===== src/rtl/dino_pkg.sv =====
// Shared types and constants for the dinosaur runner.
// Game states and BCD score limits.
package dino_pkg;

    typedef enum logic [1:0] {
        GS_IDLE = 2'd0,
        GS_RUN  = 2'd1,
        GS_OVER = 2'd2
    } gs_t;

    localparam int          SCORE_W   = 16;
    localparam logic [15:0] SCORE_MAX = 16'h9999;

endpackage


===== src/rtl/bcd_inc.sv =====
// Four-digit BCD incrementer with saturation.
// Holds at 9999 and flags it instead of wrapping.
module bcd_inc
    import dino_pkg::*;
(
    input  logic [SCORE_W-1:0] i_val,
    output logic [SCORE_W-1:0] o_val,
    output logic               o_sat
);

    logic w_carry;

    // Ripple a +1 carry from the least significant digit upward
    always_comb begin
        o_sat   = (i_val == SCORE_MAX);
        o_val   = i_val;
        w_carry = ~o_sat;
        for (int d = 0; d < 4; d++) begin
            if (w_carry) begin
                if (i_val[4*d +: 4] == 4'd9) begin
                    o_val[4*d +: 4] = 4'd0;
                end else begin
                    o_val[4*d +: 4] = i_val[4*d +: 4] + 4'd1;
                    w_carry         = 1'b0;
                end
            end
        end
    end

endmodule


===== src/rtl/game_ctrl.sv =====
// Game-state controller: IDLE/RUN/OVER, collision latch,
// per-frame BCD scoring and best-score tracking.
module game_ctrl
    import dino_pkg::*;
#(
    parameter int FRAMES_PER_POINT = 6,
    parameter int SCORE_DIGITS     = 4
) (
    input  logic                      clk,
    input  logic                      RESET_n,
    input  logic                      fresh,
    input  logic                      START,
    input  logic                      dino_px,
    input  logic                      obstacle_px,
    output logic                      game_status,
    output logic                      game_over,
    output logic [4*SCORE_DIGITS-1:0] score,
    output logic [4*SCORE_DIGITS-1:0] hi_score
);

    localparam logic [7:0] CNT_LAST = 8'(FRAMES_PER_POINT - 1);

    gs_t                r_state;
    gs_t                w_state_nxt;
    logic               r_s1;
    logic               r_s2;
    logic               r_s3;
    logic               r_fresh_d;
    logic               r_hit;
    logic               w_hit_nxt;
    logic [7:0]         r_cnt;
    logic [7:0]         w_cnt_nxt;
    logic [SCORE_W-1:0] r_score;
    logic [SCORE_W-1:0] w_score_nxt;
    logic [SCORE_W-1:0] r_hi;
    logic [SCORE_W-1:0] w_hi_nxt;
    logic [SCORE_W-1:0] w_score_inc;
    logic               w_sat;
    logic               r_status;
    logic               r_over;
    logic               w_start_rise;
    logic               w_frame_end;
    logic               w_px;

    assign w_start_rise = r_s2 & ~r_s3;
    assign w_frame_end  = r_fresh_d & ~fresh;
    assign w_px         = dino_px & obstacle_px;

    bcd_inc u_inc (
        .i_val (r_score),
        .o_val (w_score_inc),
        .o_sat (w_sat)
    );

    // START synchronizer and frame-tick edge detector
    always_ff @(posedge clk or negedge RESET_n) begin
        if (!RESET_n) begin
            r_s1      <= 1'b0;
            r_s2      <= 1'b0;
            r_s3      <= 1'b0;
            r_fresh_d <= 1'b0;
        end else begin
            r_s1      <= START;
            r_s2      <= r_s1;
            r_s3      <= r_s2;
            r_fresh_d <= fresh;
        end
    end

    // State, counters and registered outputs
    always_ff @(posedge clk or negedge RESET_n) begin
        if (!RESET_n) begin
            r_state  <= GS_IDLE;
            r_hit    <= 1'b0;
            r_cnt    <= 8'd0;
            r_score  <= '0;
            r_hi     <= '0;
            r_status <= 1'b0;
            r_over   <= 1'b0;
        end else begin
            r_state  <= w_state_nxt;
            r_hit    <= w_hit_nxt;
            r_cnt    <= w_cnt_nxt;
            r_score  <= w_score_nxt;
            r_hi     <= w_hi_nxt;
            r_status <= (w_state_nxt == GS_RUN);
            r_over   <= (w_state_nxt == GS_OVER);
        end
    end

    // Next state: start wins outside RUN, OVER beats a score step
    always_comb begin
        w_state_nxt = r_state;
        w_hit_nxt   = r_hit;
        w_cnt_nxt   = r_cnt;
        w_score_nxt = r_score;
        w_hi_nxt    = r_hi;
        unique case (r_state)
            GS_IDLE, GS_OVER: begin
                if (w_start_rise) begin
                    w_state_nxt = GS_RUN;
                    w_hit_nxt   = 1'b0;
                    w_cnt_nxt   = 8'd0;
                    w_score_nxt = '0;
                end
            end
            GS_RUN: begin
                if (w_frame_end) begin
                    if (r_hit | w_px) begin
                        w_state_nxt = GS_OVER;
                        if (r_score > r_hi) begin
                            w_hi_nxt = r_score;
                        end
                    end else begin
                        w_hit_nxt = 1'b0;
                        if (r_cnt == CNT_LAST) begin
                            w_cnt_nxt   = 8'd0;
                            w_score_nxt = w_score_inc;
                        end else begin
                            w_cnt_nxt = r_cnt + 8'd1;
                        end
                    end
                end else if (w_px) begin
                    w_hit_nxt = 1'b1;
                end
            end
            default: begin
                w_state_nxt = GS_IDLE;
            end
        endcase
    end

    assign game_status = r_status;
    assign game_over   = r_over;
    assign score       = r_score;
    assign hi_score    = r_hi;

endmodule

===== config.mk =====
export PLATFORM = sky130hd
export DESIGN_NAME = game_ctrl
export DESIGN_NICKNAME = d
export VERILOG_FILES = /design/src/rtl/dino_pkg.sv /design/src/rtl/bcd_inc.sv /design/src/rtl/game_ctrl.sv
export SDC_FILE = /design/constraint.sdc
export NUM_CORES = 1
export LEC_CHECK = 0
export CAP_MARGIN = 40
export CORE_MARGIN = 2
export CORE_UTILIZATION = 50
export DETAILED_ROUTE_END_ITERATION = 8
export GPL_TIMING_DRIVEN = 0
export PLACE_DENSITY = 0.76
export SLEW_MARGIN = 25
export SYNTH_ARGS = -nofsm -noshare
export SYNTH_HDL_FRONTEND = slang
export SYNTH_HIERARCHICAL = 1
export SYNTH_SLANG_ARGS = --single-unit

===== constraint.sdc =====
create_clock -name clk -period 2.17 [get_ports clk]
set_clock_uncertainty 0.15 [all_clocks]
set_input_delay 0.217 -clock clk [delete_from_list [all_inputs] [get_ports clk]]
set_output_delay 0.217 -clock clk [all_outputs]
set_load 0.05 [all_outputs]

==> impl_metrics.csv <==
group,metric,value,unit
global_route,grt_pass1_wl,13290,um
final_layout,n_antenna_cell,0,
synth,yosys_warnings,6,
power_and_ir_drop,peakVddDrop,0.0008522,V
routing,drtIter0Drc,319,
timing,tightest_slew,702.5,ps
setup_path,ff2ff_path_depth,8,
timing,rsz0062_at_grt,"true",
placed_design,place_congestion,0.7996,
hold_path,worstHoldPathCells,1,
timing,setup_viol_count_final,16,
setup_path,r2r_start,"hi_score[5]",
placed_design,postPlaceCellArea,3667,sq um
die,io_pins,40,
routing,drc,0,
final_layout,final_area,4795,sq um
global_route,grt_overflow,0,
setup_path,cp.arrival,2650,ps
clock_tree,root_buffer,"clkbuf_8",
final_layout,seq_area,1256,sq um
power_and_ir_drop,leakagePower,1.914,nW
routing,routedWlPerCell,21.72,um
placed_design,portBuffers,39,
setup_path,r2r_setup_slack,-430,ps
clock_tree,max-clock-path-buffers,2,
run,max_cap_viol_count,0,
setup_path,cp.required,2210,ps
die,core,5921,sq um
die,die_h,82.25,um
die,start_util,0.5171,
power_and_ir_drop,p_total,0.004219,W
hold_path,holdCritStartpoint,"START",
die,die_w,82.25,um
setup_path,critPathCaptureType,"flip-flop",
setup_path,startpoint_type,"flip-flop",
setup_path,worstReg2RegEnd,"hi_score[2]",
final_layout,multi_input_area,2311,sq um
timing,tns,-6169,ps
setup_path,worstPathMaxFanout,10,
timing,fin_crit_sh,1.200,
timing,drv_slew,0,
hold_path,min_to,"r_s1",
clock_tree,htreeDepth,2,
power_and_ir_drop,powerDensity,879.9,nW/um^2
placed_design,dpl.hpwl,5549,um
synth,synth_area,3062,sq um
global_route,antenna_found_initial,0,
global_route,grt_use_total,0.2581,
synth,avgSynthCellArea,8.952,sq um
final_layout,fillers,302,
placed_design,dp_slack,-263.5,ps
run_status,violations,"setup timing",
hold_path,hold_path.class,"input pin to flip-flop",
final_layout,fin_nets,445,
timing,post-route-min-period,2604,ps
global_route,grt_max_degree,50,
global_route,grt_pass1_vias,2757,
timing,hold_viol,0,
clock_tree,cts_tree,"built",
clock_tree,cts_inserted_buffers,5,
synth,syn-instance-count,342,
routing,wl,10790,um
die,die_area,6765,sq um
clock_tree,clk_pin_slew,90,ps
setup_path,worstSetupPathType,"flip-flop to flip-flop",
clock_tree,clock_sinks,49,
timing,slew_headroom,0.5267,
final_layout,final_core_util,0.8098,
routing,final_antenna_net_count,0,
clock_tree,clk_latency,310,ps
run_status,status,"finished, violations left",
final_layout,syn_to_final_growth,56.60,%
timing,max_freq,0.3840,GHz
routing,via_count,3226,
final_layout,drive_gt1_frac,0.3791,
synth,syn-num-nets,366,
die,num_rows,28,
timing,fin_ws,-434.0,ps
routing,drt-pass1-iter-count,5,
routing,vias_per_cell,6.491,
[critical path, cell delays in order (launching register included)]
cell and delay [ps]:
dfrtp_2 410, inv_2 80, ha_4 280, a21oi_1 70, o21ai_0 560, nand2_4 270, buf_6 250, a32oi_2 280
o31ai_4 110
[per-layer routing]
metal  part of all wire  GRT usage  up-vias
li1                   -          -     1408
met1               0.42     0.3338     1601
met2               0.48     0.4363      183
met3              0.074    0.04348       34
met4              0.028    0.09000        0
met5                  0          0        -
[power by group]
group          internal, W  switching, W  leakage [nW]  total [W]
logic             0.000821       0.00142          1.31    0.00225
registers          0.00111      0.000308         0.556    0.00141
clock network     0.000261      0.000299        0.0455   0.000559
total              0.00219       0.00203          1.91    0.00422
[cells in the final DEF (no fill, tap or decap), types with 9 or more instances in the layout]
master and instances:
buf_6 10, nor2_1 16, dfrtp_1 25, o21ai_1 9
o31ai_4 10, nand3_1 23, inv_1 31, clkdlybuf4s50_1 38
ha_1 9, buf_4 26, ha_4 9, o21ai_0 12
a32oi_2 9, nand2_1 24, a21oi_1 9, dfrtp_2 24
xnor2_1 10
[what timing repair did]
| action | 4_1_cts | 5_1_grt |
|---|---|---|
| gates cloned | 1 | 2 |
| hold endpoints to repair | 49 | 0 |
| hold buffers | 1 | 0 |
| setup endpoints to repair | 30 | 38 |
| pin swaps | 23 | 16 |
| buffers inserted | 13 | 17 |
| resized for setup | 50 | 83 |
[sequential cells by signal, indices dropped and copies added, names as in the netlist]
signal       flops
hi_score        16
score           16
r_cnt            8
r_state          2
game_over        1
game_status      1
r_fresh_d        1
r_hit            1
r_s1             1
r_s2             1
r_s3             1
[through the flow]
step	hold WS, ps	std cells
2_1_floorplan	-228.6	342
3_3_place_gp	185.2	456
3_5_place_dp	131.1	456
4_1_cts	192.0	478
5_1_grt	193.0	497
6_report	200.7	497
[cell type report]
cell class                 count  share of cell area
tap                           75             0.01957
buffer                        17             0.03732
timing repair buffer          73              0.1506
multi-input combinational    237              0.4820
inverter                      38             0.02975
clock buffer                   8             0.01879
sequential                    49              0.2620
[how the worst max path moves through the flow]
| stage | start | endpoint | cells past startpoint |
|---|---|---|---|
| after detailed placement | score[6] | hi_score[7] | 7 |
| after floorplan | hi_score[6] | hi_score[15] | 9 |
| after global routing | score[5] | hi_score[2] | 7 |
| after global placement | RESET_n | hi_score[11] | 1 |
| after CTS | score[12] | hi_score[6] | 7 |
| final | hi_score[5] | hi_score[2] | 8 |
No activity file was read; power rests on OpenSTA's default activity.
